File: src/rtl/al422_bam_hub75_multi.sv
`default_nettype none
// +--------------------------------------------------------------------------+
// | al422_bam_hub75_multi                                                    |
// | AL422 packet-stream reader driving an N_CH-channel HUB75 panel with BAM  |
// | OE timing and a stream watchdog.                                         |
// | Revision: 1.0                                                            |
// +--------------------------------------------------------------------------+
module al422_bam_hub75_multi #(
    parameter int N_CH      = 2,
    parameter int ROW_W     = 5,
    parameter int CNT_BYTES = 2,
    parameter int LAT_LEN   = 1,
    parameter int MAX_PIX   = 256
) (
    input  logic                in_clk,
    input  logic                in_nrst,
    input  logic [7:0]          in_data,
    output logic                al422_re_out,
    output logic                al422_nrst_out,
    output logic                led_clk_out,
    output logic                led_lat_out,
    output logic                led_oe_out,
    output logic [ROW_W-1:0]    led_row,
    output logic [3*N_CH-1:0]   rgb_out,
    output logic                err_overrun
);
    localparam int c_B     = (N_CH + 1) / 2;
    localparam int c_CNT_W = 8 * CNT_BYTES;
    localparam int c_GRP_W = $clog2(MAX_PIX + 1);
    localparam logic [3:0] c_HDR_LAST = 4'(2 * CNT_BYTES);
    localparam logic [3:0] c_B_LAST   = 4'(c_B - 1);
    localparam logic [3:0] c_LAT_LEN  = 4'(LAT_LEN);
    localparam logic [c_GRP_W-1:0] c_GRP_LAST = c_GRP_W'(MAX_PIX - 1);

    typedef enum logic [1:0] {S_HDR, S_LOAD, S_HOLD, S_WAIT} state_t;
    typedef enum logic [1:0] {OE_IDLE, OE_ON, OE_OFF, OE_DONE} oe_state_t;

    state_t                 r_state, w_state_next;
    oe_state_t              r_oe_state, w_oe_state_next;
    logic [3:0]             r_byte_cnt;
    logic [2*c_CNT_W-1:0]   r_pre, w_pre_next;
    logic [6*c_B-1:0]       r_stage, w_stage_next;
    logic [c_CNT_W-1:0]     r_oe_cnt, w_oe_cnt_next;
    logic [c_GRP_W-1:0]     r_grp;
    logic [ROW_W-1:0]       r_row;
    logic [3*N_CH-1:0]      r_rgb;
    logic [2:0]             r_pol;
    logic                   r_oe, w_oe_next, r_lat, r_clk;
    logic                   r_eob, r_eof, r_fifo_nrst, r_err;
    logic                   w_hdr_last, w_load_last, w_blk_end, w_oe_done, w_row_start;
    logic [c_CNT_W-1:0]     w_on, w_off, w_off_held;

    // Preloads arrive LSB first, so shift bytes in from the top.
    assign w_pre_next  = {in_data, r_pre[2*c_CNT_W-1:8]};
    assign w_on        = w_pre_next[c_CNT_W-1:0];
    assign w_off       = w_pre_next[2*c_CNT_W-1:c_CNT_W];
    assign w_off_held  = r_pre[2*c_CNT_W-1:c_CNT_W];
    assign w_hdr_last  = (r_state == S_HDR)  && (r_byte_cnt == c_HDR_LAST);
    assign w_load_last = (r_state == S_LOAD) && (r_byte_cnt == c_B_LAST);
    assign w_blk_end   = r_eob || r_eof || (r_grp == c_GRP_LAST);
    assign w_oe_done   = (r_oe_state == OE_DONE);

    always_comb begin
        w_stage_next = r_stage;
        for (int j = 0; j < c_B; j++) begin
            if (r_byte_cnt == 4'(j)) w_stage_next[6*j +: 6] = in_data[5:0];
        end
    end

    always_comb begin
        w_state_next = r_state;
        w_row_start  = 1'b0;
        al422_re_out = 1'b1;
        case (r_state)
            S_HDR: begin
                al422_re_out = 1'b0;
                if (w_hdr_last) w_state_next = S_LOAD;
            end
            S_LOAD: begin
                al422_re_out = 1'b0;
                if (w_load_last) w_state_next = S_HOLD;
            end
            S_HOLD: begin
                if (!w_blk_end) begin
                    w_state_next = S_LOAD;
                end else if (w_oe_done) begin
                    w_state_next = S_HDR;
                    w_row_start  = 1'b1;
                end else begin
                    w_state_next = S_WAIT;
                end
            end
            S_WAIT: begin
                if (w_oe_done) begin
                    w_state_next = S_HDR;
                    w_row_start  = 1'b1;
                end
            end
            default: w_state_next = S_HDR;
        endcase
    end

    // OE sequencer: ON cycles high, OFF cycles low, then park in OE_DONE.
    always_comb begin
        w_oe_state_next = r_oe_state;
        w_oe_next       = r_oe;
        w_oe_cnt_next   = r_oe_cnt;
        if (w_row_start) begin
            w_oe_state_next = OE_IDLE;
            w_oe_next       = 1'b0;
        end else if (w_hdr_last) begin
            if (w_on != '0) begin
                w_oe_state_next = OE_ON;
                w_oe_next       = 1'b1;
                w_oe_cnt_next   = w_on - 1'b1;
            end else if (w_off != '0) begin
                w_oe_state_next = OE_OFF;
                w_oe_cnt_next   = w_off - 1'b1;
            end else begin
                w_oe_state_next = OE_DONE;
            end
        end else begin
            case (r_oe_state)
                OE_ON: begin
                    if (r_oe_cnt != '0) begin
                        w_oe_cnt_next = r_oe_cnt - 1'b1;
                    end else begin
                        w_oe_next = 1'b0;
                        if (w_off_held != '0) begin
                            w_oe_state_next = OE_OFF;
                            w_oe_cnt_next   = w_off_held - 1'b1;
                        end else begin
                            w_oe_state_next = OE_DONE;
                        end
                    end
                end
                OE_OFF: begin
                    if (r_oe_cnt != '0) w_oe_cnt_next = r_oe_cnt - 1'b1;
                    else                w_oe_state_next = OE_DONE;
                end
                default: ;
            endcase
        end
    end

    always_ff @(posedge in_clk or negedge in_nrst) begin
        if (!in_nrst) begin
            r_state     <= S_HDR;
            r_oe_state  <= OE_IDLE;
            r_oe_cnt    <= '0;
            r_oe        <= 1'b0;
            r_lat       <= 1'b0;
            r_clk       <= 1'b0;
            r_pol       <= 3'b001;
            r_byte_cnt  <= '0;
            r_pre       <= '0;
            r_stage     <= '0;
            r_grp       <= '0;
            r_row       <= '0;
            r_rgb       <= '0;
            r_eob       <= 1'b0;
            r_eof       <= 1'b0;
            r_fifo_nrst <= 1'b1;
            r_err       <= 1'b0;
        end else begin
            r_state    <= w_state_next;
            r_oe_state <= w_oe_state_next;
            r_oe       <= w_oe_next;
            r_oe_cnt   <= w_oe_cnt_next;
            // Panel strobes are registered so they line up with row/polarity updates.
            r_lat      <= (r_state == S_HDR) && (r_byte_cnt < c_LAT_LEN);
            r_clk      <= (r_state == S_HOLD);
            case (r_state)
                S_HDR: begin
                    if (r_byte_cnt == '0) begin
                        r_row <= in_data[ROW_W-1:0];
                        r_pol <= in_data[7:5];
                    end else begin
                        r_pre <= w_pre_next;
                    end
                    r_byte_cnt <= w_hdr_last ? 4'd0 : r_byte_cnt + 4'd1;
                end
                S_LOAD: begin
                    r_stage <= w_stage_next;
                    if (w_load_last) begin
                        r_rgb      <= w_stage_next[3*N_CH-1:0];
                        r_eob      <= in_data[6];
                        r_eof      <= in_data[7];
                        r_byte_cnt <= '0;
                        if (in_data[7]) r_fifo_nrst <= 1'b0;
                    end else begin
                        r_byte_cnt <= r_byte_cnt + 4'd1;
                    end
                end
                S_HOLD: begin
                    r_grp <= r_grp + 1'b1;
                    if ((r_grp == c_GRP_LAST) && !r_eob && !r_eof) r_err <= 1'b1;
                end
                default: ;
            endcase
            if (w_row_start) begin
                r_grp       <= '0;
                r_fifo_nrst <= 1'b1;
            end
        end
    end

    assign led_oe_out     = r_oe  ^ r_pol[0];
    assign led_lat_out    = r_lat ^ r_pol[1];
    assign led_clk_out    = r_clk ^ r_pol[2];
    assign led_row        = r_row;
    assign rgb_out        = r_rgb;
    assign err_overrun    = r_err;
    assign al422_nrst_out = in_nrst & r_fifo_nrst;
endmodule
`default_nettype wire

File: config.mk
export PLATFORM = sky130hd
export DESIGN_NAME = al422_bam_hub75_multi
export DESIGN_NICKNAME = d
export VERILOG_FILES = /design/src/rtl/al422_bam_hub75_multi.sv
export SDC_FILE = /design/constraint.sdc
export NUM_CORES = 1
export LEC_CHECK = 0
export CAP_MARGIN = 10
export CELL_PAD_IN_SITES_DETAIL_PLACEMENT = 0
export CELL_PAD_IN_SITES_GLOBAL_PLACEMENT = 2
export CORE_MARGIN = 3
export CORE_UTILIZATION = 38
export CTS_CLUSTER_DIAMETER = 80
export DETAILED_ROUTE_END_ITERATION = 12
export PLACE_DENSITY_LB_ADDON = 0.1
export SLEW_MARGIN = 20
export SYNTH_ARGS = -nofsm -noshare
export SYNTH_HDL_FRONTEND = slang
export SYNTH_SLANG_ARGS = --single-unit
File: constraint.sdc
create_clock -name in_clk -period 4.45 [get_ports in_clk]
set_input_delay 0.89 -clock in_clk [delete_from_list [all_inputs] [get_ports in_clk]]
set_output_delay 0.89 -clock in_clk [all_outputs]
set_load 0.1 [all_outputs]
### Word-level counts from Yosys, hierarchy flattened

Cells that the tools add are included.

* muxes and demuxes: 40
* bitwise gates (word level): 6
* equality and inequality tests: 18
* $add $sub $neg: 6
* magnitude comparators: 1
* reductions and logical operators: 33

Operator list (count)
* 2-to-1 mux 16 bit: 6
* nonzero test 16 bit: 4
* subtractor 16 x 1 -> 16 bit, second input constant: 4
* case mux 16 bit (2 select lines): 1
* 2-to-1 mux 2 bit: 10
* 2-to-1 mux 9 bit: 2
* 2-to-1 mux 1 bit: 14
* != test 4 bit, second input constant: 3
* AND reduction 3 bit: 4
* nonzero test 2 bit: 5
* adder 9 x 1 -> 9 bit, second input constant: 1
* == test 9 x 8 -> 1 bit, second input constant: 1
* == test 2 bit, second input constant: 4
* 2-to-1 mux 4 bit: 2
* case mux 2 bit (4 select lines): 1
* case mux 4 bit (2 select lines): 1
* AND reduction 2 bit: 4
* 2-to-1 mux 6 bit: 1
* != test 2 bit, second input constant: 3
* != test 3 x 1 -> 1 bit, second input constant: 2
* != test 3 bit, second input constant: 2
* nonzero test 3 bit: 2
* logical AND 1 bit: 5
* AND reduction 5 bit: 1
* 15 further kinds: 21

* output and inout port bits: 17
* input bits: 10
* bits in registers: 92

### Depth between registers and ports, before layout

Gate-level depths: netlist of the first run.

* word-level depth: 6
* depth in mapped cells: 14
* mapped depth without buffers: 13

### Least setup slack after synthesis of the first run

No wires, ideal clock.

* path type: reg-to-reg
* from: reg r_pre[16]
* to: reg r_oe_cnt[14]
* clock period less this slack: 3.217 ns
* cell stages (with the launch flop): 15
* setup time: 0.129 ns
* data arrival time: 3.088 ns
* path slack: 1.233 ns
* path through: dfrtp_1 -> inv_1 -> ha_1 -> nor4b_4 -> and4_2 -> buf_4 -> a21oi_1 -> ha_1 -> nand2b_1 -> nor4_1 -> o21ai_1 -> nor4_1 -> mux2_1 -> o21ai_1 -> nand3_1

* cells in the longest elaborated chain, start to end: 5
* elaborated cells between the ends (all ways): 12
* those cells by class: add/sub: 2; eq/ne: 2; mux: 5; reduce/logical: 3

RTL lines
* start, declared: line 41 `logic [2*c_CNT_W-1:0] r_pre, w_pre_next;`
* start signal, assigned: line 179 `r_pre <= w_pre_next;`
* subtractor 16 x 1 -> 16 bit: line 131 `w_oe_cnt_next = w_off_held - 1'b1;`
* 2-to-1 mux 16 bit: line 129 `if (w_off_held != '0) begin`
* 2-to-1 mux 16 bit: line 125 `if (r_oe_cnt != '0) begin`
* case mux 16 bit (2 select lines): line 123 `case (r_oe_state)`
* 2-to-1 mux 16 bit: line 111 `end else if (w_hdr_last) begin`
* end signal, assigned: line 169 `r_oe_cnt <= w_oe_cnt_next;`
* end, declared: line 43 `logic [c_CNT_W-1:0] r_oe_cnt, w_oe_cnt_next;`

Several ways; a longest one is shown, not always the timed one. The select of a mux whose other input is x is not followed.
A chain may end at the register's enable or synchronous reset.

### Final worst setup path of the first run

Same ends and word-level chain as after synthesis.

==> reports/metrics.yaml, run 1 <==
antenna_found_initial: 0
synth_edf_count: 0
cts_tree: "built"
slowest_delay_ns: 0.56
clock_latency_ns: 0.34
port_buffers: 26
multiInputGateArea_um2: 2840
routed_wl_um: 14200
syn_inst: 551
dieArea_um2: 14600
fp.dieW_um: 121
fmax_ghz: 0.264
io_pins: 27
grt_max_degree: 48
numCtsBuffers: 9
ys.warnings.count: 0
path_cells: "inv_1 > ha_1 > nor4b_4 > and4_2 > a21oi_1 > ha_1 > nand2b_1 > nor4_1 > o21ai_1 > nor4_1 > mux2_1 > o21ai_1 > nand3_1"
status: "completed"
fin_nets: 586
regArea_um2: 1950
avgRoutedWirePerCell_um: 19.2
cp.required_ns: 4.67
start_util_pct: 39.4
synth.largest_area_cell: "dfrtp_1"
finalCritPeriodShare_pct: 85.0
tightest_slew_ns: 1.03
crit_start: "r_pre[16]"
drc: 0
stdcell_count: 741
slowest_stage: "dfrtp_1"
first_pass_iters: 5
gp_congestion: 0.857
grt.total_usage_pct: 20.5
place_area_um2: 5370
start_kind: "flip-flop"
drive_above_1_share_pct: 13.5
swShare_pct: 50.8
vias_per_cell: 5.62
placed_cells: 725
rsz0062_at_grt: "false"
drtIter0Drc: 336
syn_area_um2: 5030
core_um2: 12800
p_per_area_nw_per_um2: 821
vias: 4163
min_path_type: "flip-flop to flip-flop"
max_cap_viol_count: 0
fillCellCount: 1287
yosys_most_used_dff: "dfrtp_1"
dpl.hpwl_um: 10300
p_switching_w: 0.00235
async_reset_ff_share_pct: 100
synth_nets: 573
cts_setup_buffers: 0
root_buffer: "clkbuf_16"
worstReg2RegStart: "r_pre[16]"
min_period_ns: 3.78
relSlewSlack_pct: 31.1
leakage_nw: 2.26
slew_violations: 0
hold_start: "err_overrun"
worst-setup-path-type: "flip-flop to flip-flop"
ctsLongestPathBuffers: 2
syn-mean-instance-area_um2: 9.13
ys_seq_area_share_pct: 38.9
synth_cell_types: 63
cts_num_sinks: 78
fin_area_um2: 5640
synth-seq-cells: 78
die_h_um: 121
yosysTopAreaCellShare_pct: 37.8
hold_violations: 0
p_int_w: 0.00228
setup_viol: 0
antenna_cells: 0
tns_ns: 0
ant_nets: 0
p_seq_share_pct: 32.9
grt_pass1_wl_um: 23100
cts_hold_buf: 0
grt_pass1_vias: 4089
yosys-top-cells-area: "dfrtp_1, mux2_2, nand2_1, nor2_1, o21ai_0"
cp_data_arrival_time_ns: 4.00
pwr-share-comb_pct: 52.4
clock_skew_ns: 0.00734
area_delta_synth_final_pct: 12.1
grt_overflow: 0
path_max_fanout: 8
htree_levels: 3
rows: 41
clkTransAtPathRegs_ns: 0.06
post-route-util_pct: 44.1
post_cts_resized: 0
peakVddDrop_mv: 0.673
p_clk_share_pct: 14.7
cp-end-kind: "flip-flop"
-- layout by cell type, fill, tap and decap left out, types with 4 or more instances in the layout --
| master | count |
|---|---|
| dfrtp_1 | 76 |
| nand2_1 | 64 |
| nor2_1 | 53 |
| o21ai_0 | 35 |
| mux2_2 | 33 |
| a21oi_1 | 31 |
| nor3_1 | 30 |
| clkdlybuf4s50_1 | 24 |
| xor2_1 | 17 |
| xnor2_1 | 17 |
| nand3_1 | 14 |
| inv_1 | 13 |
| ha_1 | 12 |
| nor4_1 | 11 |
| clkbuf_16 | 9 |
| buf_4 | 9 |
| a211oi_1 | 8 |
| nand4_1 | 7 |
| o21ai_1 | 7 |
| a31oi_1 | 7 |
| nor2b_1 | 6 |
| or3_1 | 6 |
| o211ai_1 | 5 |
| nand2b_1 | 4 |
| mux2i_1 | 4 |
| o31ai_1 | 4 |
-- worst max-delay path, delay by kind of cell, from the launching register on --
family,cells,cell delay (ns)
adder cells (fa/ha/maj),2,0.50
AO/OA/AOI/OAI,3,0.69
multiplexers,1,0.38
AND/OR/NAND/NOR,6,1.38
flip-flops,1,0.56
buffers and inverters,1,0.15
-- registers in the layout, indices dropped and copies added (netlist names) --
| name | count |
|---|---|
| err_overrun | 1 |
| r_oe | 1 |
| r_pre | 24 |
| r_state | 2 |
| rgb_out | 6 |
| r_clk | 1 |
| r_eob | 1 |
| r_byte_cnt | 4 |
| led_row | 5 |
| r_oe_cnt | 16 |
| r_eof | 1 |
| r_pol | 3 |
| r_grp | 9 |
| r_fifo_nrst | 1 |
| r_oe_state | 2 |
| r_lat | 1 |
-- per-layer routing --
metal  track usage, %  wire [um]
met5                0          0
met1             30.7       7160
met2             29.7       6200
met4             6.87        216
met3             3.92        632
-- cells in the mapped netlist, types with 3 or more instances --
library cell,instances
dfrtp_1,76
nand2_1,64
nor2_1,54
o21ai_0,35
mux2_2,33
a21oi_1,31
nor3_1,30
xnor2_1,17
xor2_1,17
nand3_1,14
inv_1,13
clkbuf_1,12
ha_1,12
nor4_1,11
buf_2,10
a211oi_1,8
a31oi_1,7
buf_6,7
nand4_1,7
o21ai_1,7
nor2b_1,6
or3_1,6
o211ai_1,5
mux2i_1,4
nand2b_1,4
o31ai_1,4
a21o_1,3
a41oi_1,3
and2_1,3
nor4b_1,3
-- through the flow --
| stage | total power, W | hold slack [ns] | worst slack, ns |
|---|---|---|---|
| CTS | 0.00465 | 0.482 | 0.732 |
| global route | 0.00496 | 0.497 | 0.476 |
| finish | 0.00463 | 0.472 | 0.667 |
| detailed placement | 0.00395 | 0.467 | 0.745 |
| global placement | 0.00394 | 0.456 | 0.884 |
| floorplan | 0.00332 | 0.449 | 1.23 |
-- cell families after synthesis --
family	Yosys count	share of synthesized area (%)
AND/OR/NAND/NOR	224	23.8
AO/OA/AOI/OAI	120	14.9
flip-flops	78	38.9
buffers and inverters	44	4.65
multiplexers	39	8.86
XOR/XNOR	34	5.92
adder cells (fa/ha/maj)	12	2.99
-- final cells by class --
| cell class | instances | area share [%] |
|---|---|---|
| Clock buffer | 12 | 4.19 |
| Inverter | 13 | 0.866 |
| Tap cell | 172 | 3.82 |
| Multi-Input combinational cell | 429 | 50.4 |
| Sequential cell | 78 | 34.7 |
| Timing Repair Buffer | 33 | 5.46 |
| Clock inverter | 4 | 0.577 |
-- worst paths after layout --
path	end	slack, ns	cells after the start
max in group asynchronous	r_pre[26]	2.97	2
setup reg to reg	r_oe_cnt[14]	0.67	13
hold reg to reg	err_overrun	0.47	1
setup / recovery	r_oe_cnt[14]	0.67	13
min in group asynchronous	r_grp[5]	0.50	1
hold / removal	err_overrun	0.47	1
-- power groups by stage --
| stage | Clock, W | Combinational (W) | Sequential (W) |
|---|---|---|---|
| 6_report | 0.000681 | 0.00243 | 0.00152 |
| 5_1_grt | 0.000744 | 0.00264 | 0.00157 |
| 4_1_cts | 0.000708 | 0.00243 | 0.00152 |
| 3_5_place_dp | 0 | 0.00242 | 0.00153 |
| 3_3_place_gp | 0 | 0.00242 | 0.00152 |
| 2_1_floorplan | 0 | 0.00167 | 0.00165 |
Power figures use the tool's default switching activity.
==> run 2, diff against run 1 <==
- CORE_MARGIN: 3 -> 8
==> run 2 against run 1 <==
Cell count increased by 0.40%; largest cell class unchanged; setup slack better by 0.0077 ns; via count decreased by 1.2%; flip-flop and latch count unchanged; die area is 17% higher; sequential power about the same; worst hold slack worse by 0.025 ns; largest power group unchanged; critical path depth did not move; global-route usage down 2.3 points; register-to-register slack is essentially flat; design area increased by 0.40%; fmax rose by 0.20%.
==> reports/metrics.yaml, run 2 (same netlist as run 1, synthesis figures left out) <==
status: "completed"
p_seq_share_pct: 32.6  # -0.3 points
largest_register_ffs: 24  # unchanged
drc: 0  # unchanged
worst-setup-path-type: "flip-flop to flip-flop"
cts_tree: "built"
relSlewSlack_pct: 30.0  # -1.0 points
port_buffers: 26  # unchanged
finalCritPeriodShare_pct: 84.8  # -0.17 points
fp.dieW_um: 131  # +8.3%
path_cells: "inv_1 > ha_1 > nor4b_4 > and4_2 > a21oi_1 > ha_1 > nand2b_1 > nor4_1 > o21ai_1 > nor4_1 > mux2_1 > o21ai_1 > nand3_1"
root_buffer: "clkbuf_16"
cts_num_sinks: 78  # unchanged
grt.total_usage_pct: 18.3  # -2.3 points
fin_ws_ns: 0.675  # +0.00768 ns
start_util_pct: 38.4  # -0.94 points
htree_levels: 3  # unchanged
slowest_delay_ns: 0.53  # -0.03 ns
reg2reg_depth: 13  # unchanged
grt.busiest_layer: "met2"
ctsLongestPathBuffers: 2  # unchanged
pwr-share-comb_pct: 51.8  # -0.6 points
ant_nets: 0  # unchanged
cts_hold_buf: 0  # unchanged
grtUsageMet2_pct: 26.7  # -2.9 points
setup_viol: 0  # unchanged
numCtsBuffers: 9  # unchanged
drtIter0Drc: 382  # +14%
routed_wl_um: 14500  # +1.7%
rsz0062_at_grt: "false"
cp_data_arrival_time_ns: 3.99  # about the same
top_regs: "r_pre x24, r_oe_cnt x16, r_grp x9"
crit_start: "r_pre[16]"
final_cell_mix: "dfrtp_1, nand2_1, nor2_1"
gp_congestion: 0.838  # -2.3%
tightest_slew_ns: 1.05  # +0.0143 ns
hold_violations: 0  # unchanged
antenna_cells: 0  # unchanged
grt_pass1_wl_um: 23700  # +2.7%
r2r-end: "r_oe_cnt[14]"
dpl.hpwl_um: 10400  # +1.6%
vias_per_cell: 5.53  # -1.6%
vias: 4113  # -1.2%
leakage_nw: 2.28  # +0.90%
crit_family: "simple AND/OR/NAND/NOR gates"
fmax_ghz: 0.265  # +0.20%
grt_max_degree: 58  # +21%
largest_register: "r_pre"
min_period_ns: 3.78  # -0.00768 ns
core_um2: 13100  # +2.4%
worstReg2RegStart: "r_pre[16]"
clkTransAtPathRegs_ns: 0.06  # about the same
layout_commonest_cell: "dfrtp_1"
p_switching_w: 0.00235  # -0.18%
first_pass_iters: 5  # unchanged
dieArea_um2: 17200  # +17%
start_kind: "flip-flop"
rows: 42  # +2.4%
post-route-util_pct: 43.3  # -0.88 points
drive_above_1_share_pct: 13.7  # +0.20 points
antenna_found_initial: 0  # unchanged
p_int_w: 0.00233  # +2.3%
rrSetupSlack_ns: 0.67  # about the same
post_cts_resized: 0  # unchanged
max_cap_viol_count: 0  # unchanged
p_per_area_nw_per_um2: 827  # +0.65%
crit_buf_inv: 1  # unchanged
pre_cts_slack_ns: 0.691  # -0.0543 ns
use_met1_pct: 25.5  # -5.2 points
io_pins: 27  # unchanged
path_max_fanout: 22  # +14
clock_skew_ns: 0.00710  # -0.000235 ns
slew_violations: 0  # unchanged
grt_pass1_vias: 4125  # +0.88%
cp-end-kind: "flip-flop"
p_clk_share_pct: 15.6  # +0.9 points
cts_setup_buffers: 0  # unchanged
slowest_stage: "nor4_1"
swShare_pct: 50.2  # -0.62 points
area_delta_synth_final_pct: 12.6
grt_overflow: 0  # unchanged
avgRoutedWirePerCell_um: 19.4  # +1.3%
peakVddDrop_mv: 0.550  # -18%
min_path_type: "primary input to asynchronous set/reset pin"
cp.required_ns: 4.66  # about the same
die_h_um: 131  # +8.3%
fin_nets: 585  # -0.17%
grtUsageMet3_pct: 3.57  # -0.34 points
tns_ns: 0  # unchanged
clock_latency_ns: 0.34  # about the same
total_power_w: 0.00468  # +1.0%
run 2: changes by cell type in the layout (fill, tap and decap cells not counted):
cell | before | now
bufinv_16 | 0 | 1
clkinv_2 | 0 | 3
nor3_2 | 2 | 3
nor2_2 | 1 | 0
clkbuf_1 | 3 | 1
nor3_1 | 30 | 29
nor2_1 | 53 | 54
buf_4 | 9 | 8
clkinvlp_4 | 2 | 0
run 2: stage by stage:
step           hold WS, ns  cells  cell area (um2)
6_report             0.447    744             5660
5_1_grt              0.465    744             5660
4_1_cts              0.450    744             5660
3_5_place_dp         0.464    728             5360
3_3_place_gp         0.456    728             5360
2_1_floorplan        0.449    551             5030
run 2: worst register-to-register path: cells and delay by family, from the launching register on:
kind / cells / cell delay (ns)
compound gates: 3 / 0.68
buf+inv: 1 / 0.14
simple gates: 6 / 1.47
fa+ha+maj: 2 / 0.48
mux: 1 / 0.38
flops: 1 / 0.52
run 2: area by class of cell:
type	instances	area, um2
inverter	13	48.8
tap	176	220
clock buffer	10	229
multi-input combinational	429	2850
fill	1311	7420
sequential	78	1950
timing repair buffer	32	300
clock inverter	6	62.6
run 2: power groups by stage:
stage	clock network (W)	registers [W]	logic, W
after floorplan	0	0.00165	0.00167
after global placement	0	0.00153	0.00241
after detailed placement	0	0.00154	0.00241
after CTS	0.000754	0.00152	0.00243
after global routing	0.000778	0.00158	0.00264
final	0.000729	0.00153	0.00242
run 2: worst max path at each step:
stage,cells past startpoint,end
6_report,13,r_oe_cnt[14]
4_1_cts,13,r_oe_cnt[14]
2_1_floorplan,14,r_oe_cnt[14]
5_1_grt,13,r_oe_cnt[14]
3_5_place_dp,13,r_oe_cnt[14]
3_3_place_gp,7,r_oe_cnt[7]
run 2: routing by layer:
metal | share of wire [%] | vias to the layer above
met2 | 44 | 100
met1 | 49 | 1994
met4 | 1.5 | 0
met3 | 5.7 | 12
met5 | 0 | -
li1 | - | 2007
==> run 3, diff against run 2 <==
- CORE_UTILIZATION: 38 -> 34
- clock period: 4.45 -> 3.1 ns (I/O delays scaled with it)
==> run 3 against run 2 <==
Total power rose by 50%; cell count increased by 7.5%; worst hold slack got worse by 0.12 ns; flip-flop and latch count unchanged; combinational power rose by 64%; clock-buffer cell count rose by 1; critical path type unchanged; highest routed layer unchanged.
==> reports/metrics.yaml, run 3 (same netlist as run 1, synthesis figures left out) <==
status: "completed"
routed_wl_um: 15500  # +7.1%
path_max_fanout: 4  # -82%
p_int_w: 0.00350  # +50%
drc: 0  # unchanged
cp_data_arrival_time_ns: 3.15  # -0.84 ns
start_kind: "flip-flop"
tns_ns: 0  # unchanged
final_cell_mix: "dfrtp_1, buf_4, nand2_1"
core_um2: 14500  # +11%
min_path_type: "primary input to asynchronous set/reset pin"
leakage_nw: 2.54  # +11%
grt.total_usage_pct: 17.1  # -1.2 points
pwr-share-comb_pct: 56.6  # +4.8 points
largest_register: "r_pre"
slew_violations: 0  # unchanged
vias: 4323  # +5.1%
top_regs: "r_pre x24, r_oe_cnt x16, r_grp x9"
fmax_ghz: 0.342  # +29%
clkTransAtPathRegs_ns: 0.06  # about the same
min_period_ns: 2.92  # -0.854 ns
relSlewSlack_pct: 54.8  # +25 points
rows: 44  # +4.8%
layout_commonest_cell: "dfrtp_1"
grt_pass1_wl_um: 24500  # +3.2%
root_buffer: "clkbuf_16"
hold_violations: 0  # unchanged
grt_overflow: 0  # unchanged
cpMostUsedCell: "nor4b_4"
vias_per_cell: 5.40  # -2.3%
antenna_found_initial: 0  # unchanged
max_cap_viol_count: 0  # unchanged
avgRoutedWirePerCell_um: 19.3  # -0.39%
peakVddDrop_mv: 0.712  # +29%
area_delta_synth_final_pct: 20.1
clock_latency_ns: 0.34  # about the same
setup_viol: 0  # unchanged
fin_nets: 633  # +8.2%
reg2reg_depth: 13  # unchanged
cts_tree: "built"
first_pass_iters: 5  # unchanged
die_h_um: 138  # +5.0%
drive_above_1_share_pct: 24.2  # +10 points
largest_register_ffs: 24  # unchanged
start_util_pct: 34.7  # -3.7 points
dieArea_um2: 18900  # +10%
total_power_w: 0.00701  # +50%
cp-end-kind: "flip-flop"
p_switching_w: 0.00351  # +50%
grt_pass1_vias: 4186  # +1.5%
p_seq_share_pct: 28.8  # -3.8 points
r2r-end: "r_oe_cnt[12]"
crit_start: "r_pre[16]"
swShare_pct: 50.1  # -0.095 points
worstReg2RegStart: "r_pre[16]"
ctsLongestPathBuffers: 2  # unchanged
grt_max_degree: 51  # -12%
slowest_delay_ns: 0.34  # -0.19 ns
cts_hold_buf: 0  # unchanged
path_cells: "inv_1 > ha_1 > nor4b_4 > and4_2 > a21oi_2 > ha_2 > nand2b_4 > nor4_4 > o21ai_4 > nor4b_4 > a21oi_1 > a211o_1 > o211a_1"
port_buffers: 26  # unchanged
rsz0062_at_grt: "false"
drtIter0Drc: 300  # -21%
ant_nets: 0  # unchanged
p_clk_share_pct: 14.6  # -1.0 points
cts_num_sinks: 78  # unchanged
dpl.hpwl_um: 11500  # +10%
antenna_cells: 0  # unchanged
post-route-util_pct: 41.7  # -1.5 points
finalCritPeriodShare_pct: 94.2  # +9.4 points
gp_congestion: 0.831  # -0.80%
p_per_area_nw_per_um2: 1160  # +40%
fp.dieW_um: 138  # +5.0%
rrSetupSlack_ns: 0.18  # -0.50 ns
clock_skew_ns: 0.00737  # +0.000264 ns
worst-setup-path-type: "flip-flop to flip-flop"
cp.required_ns: 3.33  # -1.33 ns
fin_hold_ws_ns: 0.324  # -0.123 ns
tightest_slew_ns: 0.677  # -0.368 ns
slowest_stage: "dfrtp_1"
io_pins: 27  # unchanged
htree_levels: 3  # unchanged
numCtsBuffers: 9  # unchanged
[run 3: cell count changes in the layout (fill, tap and decap cells not counted), sizes merged]
| cell | previous run | this run |
|---|---|---|
| clkbuf | 10 | 11 |
| bufinv | 1 | 0 |
| clkinv | 4 | 1 |
| clkdlybuf4s50 | 24 | 8 |
| inv | 14 | 15 |
| buf | 8 | 72 |
| clkinvlp | 0 | 2 |
[run 3: area by class of cell]
type | instances | area (um2)
fill | 1496 | 8440
multi-input combinational | 429 | 2900
sequential | 78 | 1950
timing repair buffer | 80 | 621
clock buffer | 11 | 243
tap | 184 | 230
inverter | 13 | 48.8
clock inverter | 5 | 41.3
[run 3: power by group through the flow]
stage	clock network, W	registers (W)	logic (W)
final	0.00103	0.00202	0.00397
after global routing	0.00109	0.00208	0.00430
after CTS	0.00106	0.00201	0.00392
after detailed placement	0	0.00202	0.00390
after global placement	0	0.00201	0.00389
after floorplan	0	0.00236	0.00241
[run 3: how the worst max path moves through the flow]
stage                               to  slack (ns)  cells past startpoint
after floorplan           r_oe_cnt[14]        0.08                     14
after global placement     r_oe_cnt[7]        0.17                      7
after detailed placement   r_oe_cnt[1]        0.12                      9
after CTS                 r_oe_cnt[12]        0.15                     13
after global routing      r_oe_cnt[12]       0.003                     13
final                     r_oe_cnt[12]        0.18                     13
[run 3: through the flow]
stage,instances,setup slack [ns],cell area (um2)
after floorplan,551,0.0836,5030
after global placement,783,0.170,5690
after detailed placement,783,0.122,5690
after CTS,799,0.153,5980
after global routing,800,0.00327,6040
final,800,0.179,6040
[run 3: what timing repair did]
item	in CTS	in global routing
resized for setup	0	10
setup buffers	0	1
endpoints found under the setup margin	0	4
hold endpoints to repair	0	0
[run 3: layer usage]
| metal | wire length, um | share of wire, % | GRT usage (%) | vias up |
|---|---|---|---|---|
| met5 | 0 | 0 | 0 | - |
| met3 | 615 | 4.0 | 3.32 | 7 |
| li1 | - | - | - | 2107 |
| met4 | 154 | 0.99 | 4.59 | 0 |
| met1 | 7840 | 51 | 25.0 | 2123 |
| met2 | 6870 | 44 | 24.8 | 86 |
[run 3: worst max-delay path, delay by kind of cell, from the launching register on]
family	cells	cell delay (ns)
and+or+nand+nor	5	1.10
AOI/OAI and AO/OA	5	0.84
buffers and inverters	1	0.07
DFF	1	0.34
adders and majority gates	2	0.44
